## config.mk

```make
export PLATFORM = sky130hd
export DESIGN_NAME = mult3_share_arbiter
export DESIGN_NICKNAME = d
export VERILOG_FILES = /design/src/rtl/mult3_share_arbiter_pkg.sv /design/src/rtl/multiplier_adder3.sv /design/src/rtl/mult3_share_arbiter.sv
export SDC_FILE = /design/constraint.sdc
export NUM_CORES = 1
export LEC_CHECK = 0
export BUFFER_PORTS_ARGS = -buffer_cell sky130_fd_sc_hd__buf_2
export CAP_MARGIN = 40
export CORE_MARGIN = 2
export CORE_UTILIZATION = 50
export CTS_BUF_LIST = sky130_fd_sc_hd__clkbuf_4 sky130_fd_sc_hd__clkbuf_8 sky130_fd_sc_hd__clkbuf_16
export CTS_CLUSTER_DIAMETER = 30
export DETAILED_ROUTE_END_ITERATION = 8
export HOLD_SLACK_MARGIN = 0.02
export PLACE_DENSITY = 0.81
export SLEW_MARGIN = 10
export SYNTH_ARGS = -nofsm -noshare
export SYNTH_HDL_FRONTEND = slang
export SYNTH_HIERARCHICAL = 1
export SYNTH_SLANG_ARGS = --single-unit
```

## constraint.sdc

```tcl
create_clock -name clk -period 2.66 [get_ports clk]
set_input_delay 0.133 -clock clk [delete_from_list [all_inputs] [get_ports clk]]
set_output_delay 0.133 -clock clk [all_outputs]
set_load 0.01 [all_outputs]
```

## src/rtl/mult3_share_arbiter_pkg.sv

```systemverilog
// Shared types and helpers for the shared 3-bit multiplier arbiter.
// State encoding and round-robin index arithmetic live here.
package mult3_pkg;

    localparam int W_OP   = 3;
    localparam int W_PROD = 6;

    typedef enum logic [1:0] {
        ST_IDLE = 2'd0,
        ST_CALC = 2'd1,
        ST_RESP = 2'd2
    } state_t;

    function automatic int rr_add(input int idx, input int off, input int n);
        int s;
        s = idx + off;
        return (s >= n) ? s - n : s;
    endfunction

    function automatic int rr_next(input int idx, input int n);
        return rr_add(idx, 1, n);
    endfunction

endpackage

```

## src/rtl/multiplier_adder3.sv

```systemverilog
// Combinational 3x3 unsigned array multiplier.
// Sum of three shifted partial products.
module multiplier_adder3 (
    input  logic [2:0] a,
    input  logic [2:0] b,
    output logic [5:0] p
);

    logic [5:0] pp0;
    logic [5:0] pp1;
    logic [5:0] pp2;

    assign pp0 = {3'b000, a & {3{b[0]}}};
    assign pp1 = {2'b00, a & {3{b[1]}}, 1'b0};
    assign pp2 = {1'b0, a & {3{b[2]}}, 2'b00};
    assign p   = pp0 + pp1 + pp2;

endmodule

```

## src/rtl/mult3_share_arbiter.sv

```systemverilog
// Round-robin sharing of one multiplier_adder3 among N_REQ requesters.
// Operands registered on grant, product registered before the response.
module mult3_share_arbiter
    import mult3_pkg::*;
#(
    parameter  int N_REQ   = 2,
    parameter  int W       = W_OP,
    parameter  int MUL_LAT = 1,
    localparam int IDW     = (N_REQ > 1) ? $clog2(N_REQ) : 1
) (
    input  logic               clk,
    input  logic               rst,
    input  logic [N_REQ-1:0]   req_valid,
    input  logic [N_REQ*W-1:0] req_a,
    input  logic [N_REQ*W-1:0] req_b,
    output logic [N_REQ-1:0]   req_ready,
    output logic               rsp_valid,
    output logic [IDW-1:0]     rsp_id,
    output logic [2*W-1:0]     rsp_p,
    input  logic               rsp_ready,
    output logic               busy
);

    localparam int CW = (MUL_LAT > 1) ? $clog2(MUL_LAT) : 1;

    state_t         state;
    state_t         state_nx;
    logic [IDW-1:0] rr_ptr;
    logic [IDW-1:0] gnt_idx;
    logic [IDW-1:0] cand;
    logic           gnt_found;
    logic           hs;
    logic           calc_done;
    logic [CW-1:0]  cnt;
    logic [W-1:0]   op_a;
    logic [W-1:0]   op_b;
    logic [2*W-1:0] mul_p;

    // Descending scan so the candidate closest to rr_ptr wins.
    always_comb begin
        gnt_found = 1'b0;
        gnt_idx   = '0;
        cand      = '0;
        for (int k = N_REQ - 1; k >= 0; k--) begin
            cand = IDW'(rr_add(int'(rr_ptr), k, N_REQ));
            if (req_valid[cand]) begin
                gnt_found = 1'b1;
                gnt_idx   = cand;
            end
        end
    end

    always_comb begin
        req_ready = '0;
        if (state == ST_IDLE && gnt_found && !rst) begin
            req_ready[gnt_idx] = 1'b1;
        end
    end

    assign hs        = |(req_ready & req_valid);
    assign calc_done = (state == ST_CALC) && (cnt == CW'(MUL_LAT - 1));

    always_comb begin
        state_nx  = state;
        rsp_valid = 1'b0;
        busy      = 1'b0;
        unique case (state)
            ST_IDLE: begin
                if (hs) state_nx = ST_CALC;
            end
            ST_CALC: begin
                busy = 1'b1;
                if (calc_done) state_nx = ST_RESP;
            end
            ST_RESP: begin
                busy      = 1'b1;
                rsp_valid = 1'b1;
                if (rsp_ready) state_nx = ST_IDLE;
            end
            default: state_nx = ST_IDLE;
        endcase
    end

    always_ff @(posedge clk) begin
        if (rst) begin
            state <= ST_IDLE;
        end else begin
            state <= state_nx;
        end
    end

    always_ff @(posedge clk) begin
        if (rst) begin
            rr_ptr <= '0;
            cnt    <= '0;
            op_a   <= '0;
            op_b   <= '0;
            rsp_id <= '0;
            rsp_p  <= '0;
        end else begin
            if (hs) begin
                op_a   <= req_a[int'(gnt_idx)*W +: W];
                op_b   <= req_b[int'(gnt_idx)*W +: W];
                rsp_id <= gnt_idx;
                rr_ptr <= IDW'(rr_next(int'(gnt_idx), N_REQ));
                cnt    <= '0;
            end
            if (state == ST_CALC) begin
                cnt <= cnt + 1'b1;
                if (calc_done) rsp_p <= mul_p;
            end
        end
    end

    multiplier_adder3 u_mul (
        .a (op_a),
        .b (op_b),
        .p (mul_p)
    );

endmodule

```

### Word level (Yosys, flattened, before mapping)

Index checks and enable logic that the tools add are counted.

* register bits: 17
* input port bits: 17
* output and inout port bits: 11
* word-level logic and storage cells: 68

* add/subtract/negate cells: 8
* multiply operators: 1
* $lt $le $gt $ge: 7
* equality and inequality tests: 5
* shift-type cells: 2
* multiplexer cells: 22
* bitwise operators: 5
* reduce and logical (&&, ||, !) cells: 11

Operators by type and width (count)
* 6-bit by 32-bit variable part select with 3-bit output: 1
* 1-bit 2-to-1 mux: 16
* 3-bit bitwise AND: 3
* 2-bit 2-to-1 mux: 4
* 6-bit by 5-bit adder with 6-bit output: 1
* 1-bit by 2-bit less-than comparator with 1-bit output (second input constant): 3
* 2-bit != test (second input constant): 3
* 2-bit one-hot mux with 3 select lines: 1
* 6-bit by 4-bit variable part select with 3-bit output: 1
* 3-bit by 4-bit adder with 5-bit output: 1
* 1-bit by 1-bit adder with 2-bit output (second input constant): 2
* 2-bit >= comparator (second input constant): 2
* 1-bit logical AND: 4
* 2-bit OR reduction: 2
* 1-bit by 2-bit multiplier with 3-bit output (second input constant): 1
* 3-bit AND reduction: 1
* 1-bit subtractor (second input constant): 3
* 2-bit bitwise AND: 1
* 2-bit by 1-bit == test with 1-bit output (second input constant): 1
* 2-bit == test (second input constant): 1
* 1-bit by 2-bit >= comparator with 1-bit output (second input constant): 1
* 2-bit logical NOT: 1
* 2-bit AND reduction: 1
* 2-bit nonzero test: 1
* other kinds (5): 5

### Longest topological paths before layout

* depth in word-level cells: 16
* depth in mapped cells: 8
* mapped depth without buffers: 8

### By module

Netlist, hierarchy kept.

Modules (own cells, without submodules)
* mult3_share_arbiter: times used 1, cells each 84, area an instance 794.5 sq um, sequential area each 340.3 sq um
* multiplier_adder3: times used 1, cells each 24, area an instance 196.4 sq um, sequential area each 0.0 sq um

### Worst setup path before layout

Ideal clock, no wire load.

* path kind: reg2reg
* start point: register op_b[0]
* end point: register rsp_p[3]
* setup time: 0.128 ns
* data arrival time: 1.845 ns
* data required time: 2.532 ns
* slack: 0.688 ns
* stages on the path, launching flop included: 9
* clock period less this slack: 1.972 ns
* path through: dfxtp_1 > and2_1 > fa_1 > ha_1 > inv_1 > fa_1 > inv_1 > mux2i_1 > nor2_1

* word-level cells in the longest chain between the ends: 3

Ends and longest elaborated chain
* start, declared: line mult3_share_arbiter.sv:36 `logic [W-1:0] op_b;`
* start signal, assigned: line mult3_share_arbiter.sv:103 `op_b <= req_b[int'(gnt_idx)*W +: W];`
* 3-bit bitwise AND: line multiplier_adder3.sv:13 `assign pp0 = {3'b000, a & {3{b[0]}}};`
* 3-bit by 4-bit adder with 5-bit output: line multiplier_adder3.sv:16 `assign p = pp0 + pp1 + pp2;`
* 6-bit by 5-bit adder with 6-bit output: line multiplier_adder3.sv:16
* named net mul_p[3]: line mult3_share_arbiter.sv:37 `logic [2*W-1:0] mul_p;`
* end signal, assigned: line mult3_share_arbiter.sv:110 `if (calc_done) rsp_p <= mul_p;`
* end, declared: line mult3_share_arbiter.sv:19 `output logic [2*W-1:0] rsp_p,`

The timed path passes the listed nets, and every way through them passes these cells.
A chain may end at the register's enable or synchronous reset.

### Worst setup path in the final report

* start point: register op_b[0]
* end point: register rsp_p[4]

Same word-level chain as after synthesis.

==> summary.md <==
| Metric | Value |
|---|---|
| Max IR drop VDD | `approximately 450 µV` |
| Filler cells | `198` |
| Relative slew slack | `0.527` |
| Root Buffer | `clkbuf_4` |
| Hold crit path type | `in2reg` |
| CP startpoint kind | `flop` |
| WL final | `1.87 mm` |
| CP dominant cell by count | `fa_1` |
| Largest net degree at the start of global routing | `21` |
| Final setup violation count | `0` |
| All-Layer GR Usage | `0.177` |
| Asr flop ratio synth | `0` |
| Clock Pin Slew Worst Setup and Hold Paths | `0.10 ns` |
| Clock sink count | `17` |
| CTS Buffer Depth | `2` |
| CTS tree | `yes` |
| GRT overflow | `0` |
| NumNets Final | `165` |
| Clock buffer count from CTS | `3` |
| Row cnt | `16` |
| Initial antenna violation count | `0` |
| Die footprint | `2350 µm²` |
| Tcrit/Tclk final | `0.778` |
| Synth Net Count | `around 140` |
| H-tree level count | `1` |
| Final Skew | `approximately 0.0036 ns` |
| Post-synth cell types | `26` |
| Min-delay src | `req_a[3]` |
| Slowest cell on crit path | `fa_1` |
| # diodes | `0` |
| Starting Density | `0.516` |
| Metal2 WL | `about 1 mm` |
| Number of global-route vias before repair | `825` |
| First-pass DRT Iterations | `4` |
| DR WL/cell | `11.5 µm` |
| Critical path launch point | `op_b[0]$_SDFFE_PP0P_` |
| Total power divided by cell area | `around 700 nW/µm²` |
| Post-DP HPWL | `1.50 mm` |
| Io pins | `28` |
| Lkg Pwr | `0.579 nW` |
| Die X-Extent | `48.5 µm` |
| Worst-path fanout max | `4` |
| Synthesized area | `between 900 and 1000 µm²` |
| Status | `completed` |
| Met3 WL | `77 µm` |
| Most frequent cells in the layout | `buf_2 (27), dfxtp_1 (17), mux2i_1 (12)` |
| Post-Syn Instances | `108` |
| Initial DRC Count | `6` |
| I/O Buffers | `27` |
| Setup crit end kind | `flop` |
| Synth Flop Type | `dfxtp_1` |
| TNS Setup | `0 ns` |
| Hold Vio Cnt, Final | `0` |
| Vias | `844` |
| Setup WS pre-CTS | `0.589 ns` |
| Die H | `48.5 µm` |
| Final worst setup slack | `roughly 0.6 ns` |
| Post-route DRC | `0` |
| Clk Latency, worst-skew pair | `0.28 ns` |
| CP cell instances | `and2_1 > fa_1 > ha_1 > inv_1 > fa_1 > xnor2_1 > mux2i_1 > nor2_1` |
| Final min period | `2.07 ns` |
| # Max-Cap Violations | `0` |
| Crit path DAT | `~2.3 ns` |
| Post-CTS sizing | `0` |
| Slew Limit Fails | `0` |
| Most common cell after layout, fill and taps aside | `buf_2` |
| Post-CTS setup buffers | `0` |
| Crit path buffers/inverters | `1` |
| Met1 WL | `784 µm` |
| Core Region | `1920 µm²` |
| RSZ-0062 raised after global routing | `false` |
| Post-synth EDFFs | `0` |
| Yosys warns | `6` |
| Via density | `between 5 and 6` |
| Syn avg cell area | `9.18 µm²` |
| Highest metal layer with signal wires | `met3` |
| Layout area overhead | `18.1%` |
| Critical path data required time | `2.84 ns` |
| Post-CTS Hold Fix Bufs | `0` |
| Global-route wire length before repair | `roughly 3.4 mm` |
| Yosys reg bits | `17` |
| CP delay by family, top | `adder cells` |
| Slew at the pin closest to its max-slew limit | `0.708 ns` |
| Seq/Total Area, Yosys | `0.343` |
| Crit-path max cell delay | `between 0.5 and 0.6 ns` |
| Reg2reg start | `op_b[0]$_SDFFE_PP0P_` |
| Crit Path Class | `reg2reg` |
| Fmax | `483 MHz` |
| Share of post-route cells with drive strength above 1 | `0.244` |
| Detail Route Antenna Nets | `0` |
| Gpl congestion | `0.743` |
==> worst reg2reg max path, delay by kind of cell, from the launching register on <==
| kind | cells | cell delay, ns |
|---|---|---|
| adders and majority gates | 3 | 1.08 |
| DFF | 1 | 0.34 |
| and+or+nand+nor | 2 | 0.22 |
| xor gates and xnor gates | 1 | 0.14 |
| muxes | 1 | 0.13 |
| buffers and inverters | 1 | 0.06 |
==> power by group <==
group / leakage (nW) / switching, W / internal (W)
registers: 0.139 / 0.0000383 / 0.000302
clock network: 0.0177 / 0.0000785 / 0.0000558
logic: 0.422 / 0.000178 / 0.000147
==> worst paths after layout <==
path / endpoint / slack, ns / depth (start not counted)
worst min register to register: rsp_p[3]$_SDFFE_PP0P_ / 0.50 / 2
worst max register to register: rsp_p[4]$_SDFFE_PP0P_ / 0.59 / 8
worst max-delay path: rsp_p[4]$_SDFFE_PP0P_ / 0.59 / 8
worst min-delay path: op_a[0]$_SDFFE_PP0P_ / 0.11 / 3
==> flip-flops by register name (all words and copies together), names as in the netlist <==
| register | count |
|---|---|
| cnt | 1 |
| op_a | 3 |
| op_b | 3 |
| rr_ptr | 1 |
| rsp_id | 1 |
| rsp_p | 6 |
| state | 2 |
==> cell usage after synthesis (all sizes together), types with 3 or more instances <==
library cell,count,share of area
and2,9,0.057
ha,10,0.13
dfxtp,17,0.34
nand2,3,0.011
nand2b,4,0.025
inv,9,0.034
nand3,5,0.025
o21ai,6,0.038
mux2i,12,0.12
nor2,10,0.038
nand3b,4,0.030
==> kinds of logic (layout without fill, tap and decap cells) <==
| group | after synthesis | after routing | synth area share |
|---|---|---|---|
| AOI/OAI and AO/OA | 15 | 15 | 0.101 |
| adders and majority gates | 12 | 12 | 0.167 |
| and+or+nand+nor | 38 | 38 | 0.207 |
| buffers and inverters | 13 | 40 | 0.0518 |
| xor gates and xnor gates | 1 | 1 | 0.00884 |
| DFF | 17 | 17 | 0.343 |
| muxes | 12 | 12 | 0.121 |
==> layer usage <==
| layer | track usage | vias to the layer above |
|---|---|---|
| li1 | - | 420 |
| met1 | 0.202 | 406 |
| met2 | 0.350 | 18 |
| met3 | 0.0278 | 0 |
| met4 | 0.0286 | 0 |
| met5 | 0 | - |
==> layout make-up <==
cell class / count / area [µm²] / area share
multi-input cells: 78 / 599 / 0.512
flip-flops and latches: 17 / 340 / 0.291
well taps: 27 / 33.8 / 0.0289
clock inverters: 1 / 5.00 / 0.00428
clock buffers: 3 / 22.5 / 0.0193
repair buffers: 27 / 135 / 0.116
inverters: 9 / 33.8 / 0.0289
==> stage by stage <==
| stage | utilization | hold WS, ns | power, W | instances | area (µm²) |
|---|---|---|---|---|---|
| floorplan | - | 0.295 | 0.000592 | 108 | 991 |
| global placement | 0.594 | 0.397 | 0.000655 | 158 | 1140 |
| detailed placement | 0.594 | 0.407 | 0.000673 | 158 | 1140 |
| CTS | 0.609 | 0.102 | 0.000810 | 162 | 1170 |
| global route | 0.609 | 0.124 | 0.000870 | 162 | 1170 |
| finish | 0.609 | 0.110 | 0.000800 | 162 | 1170 |
No activity file was read; power rests on OpenSTA's default activity.
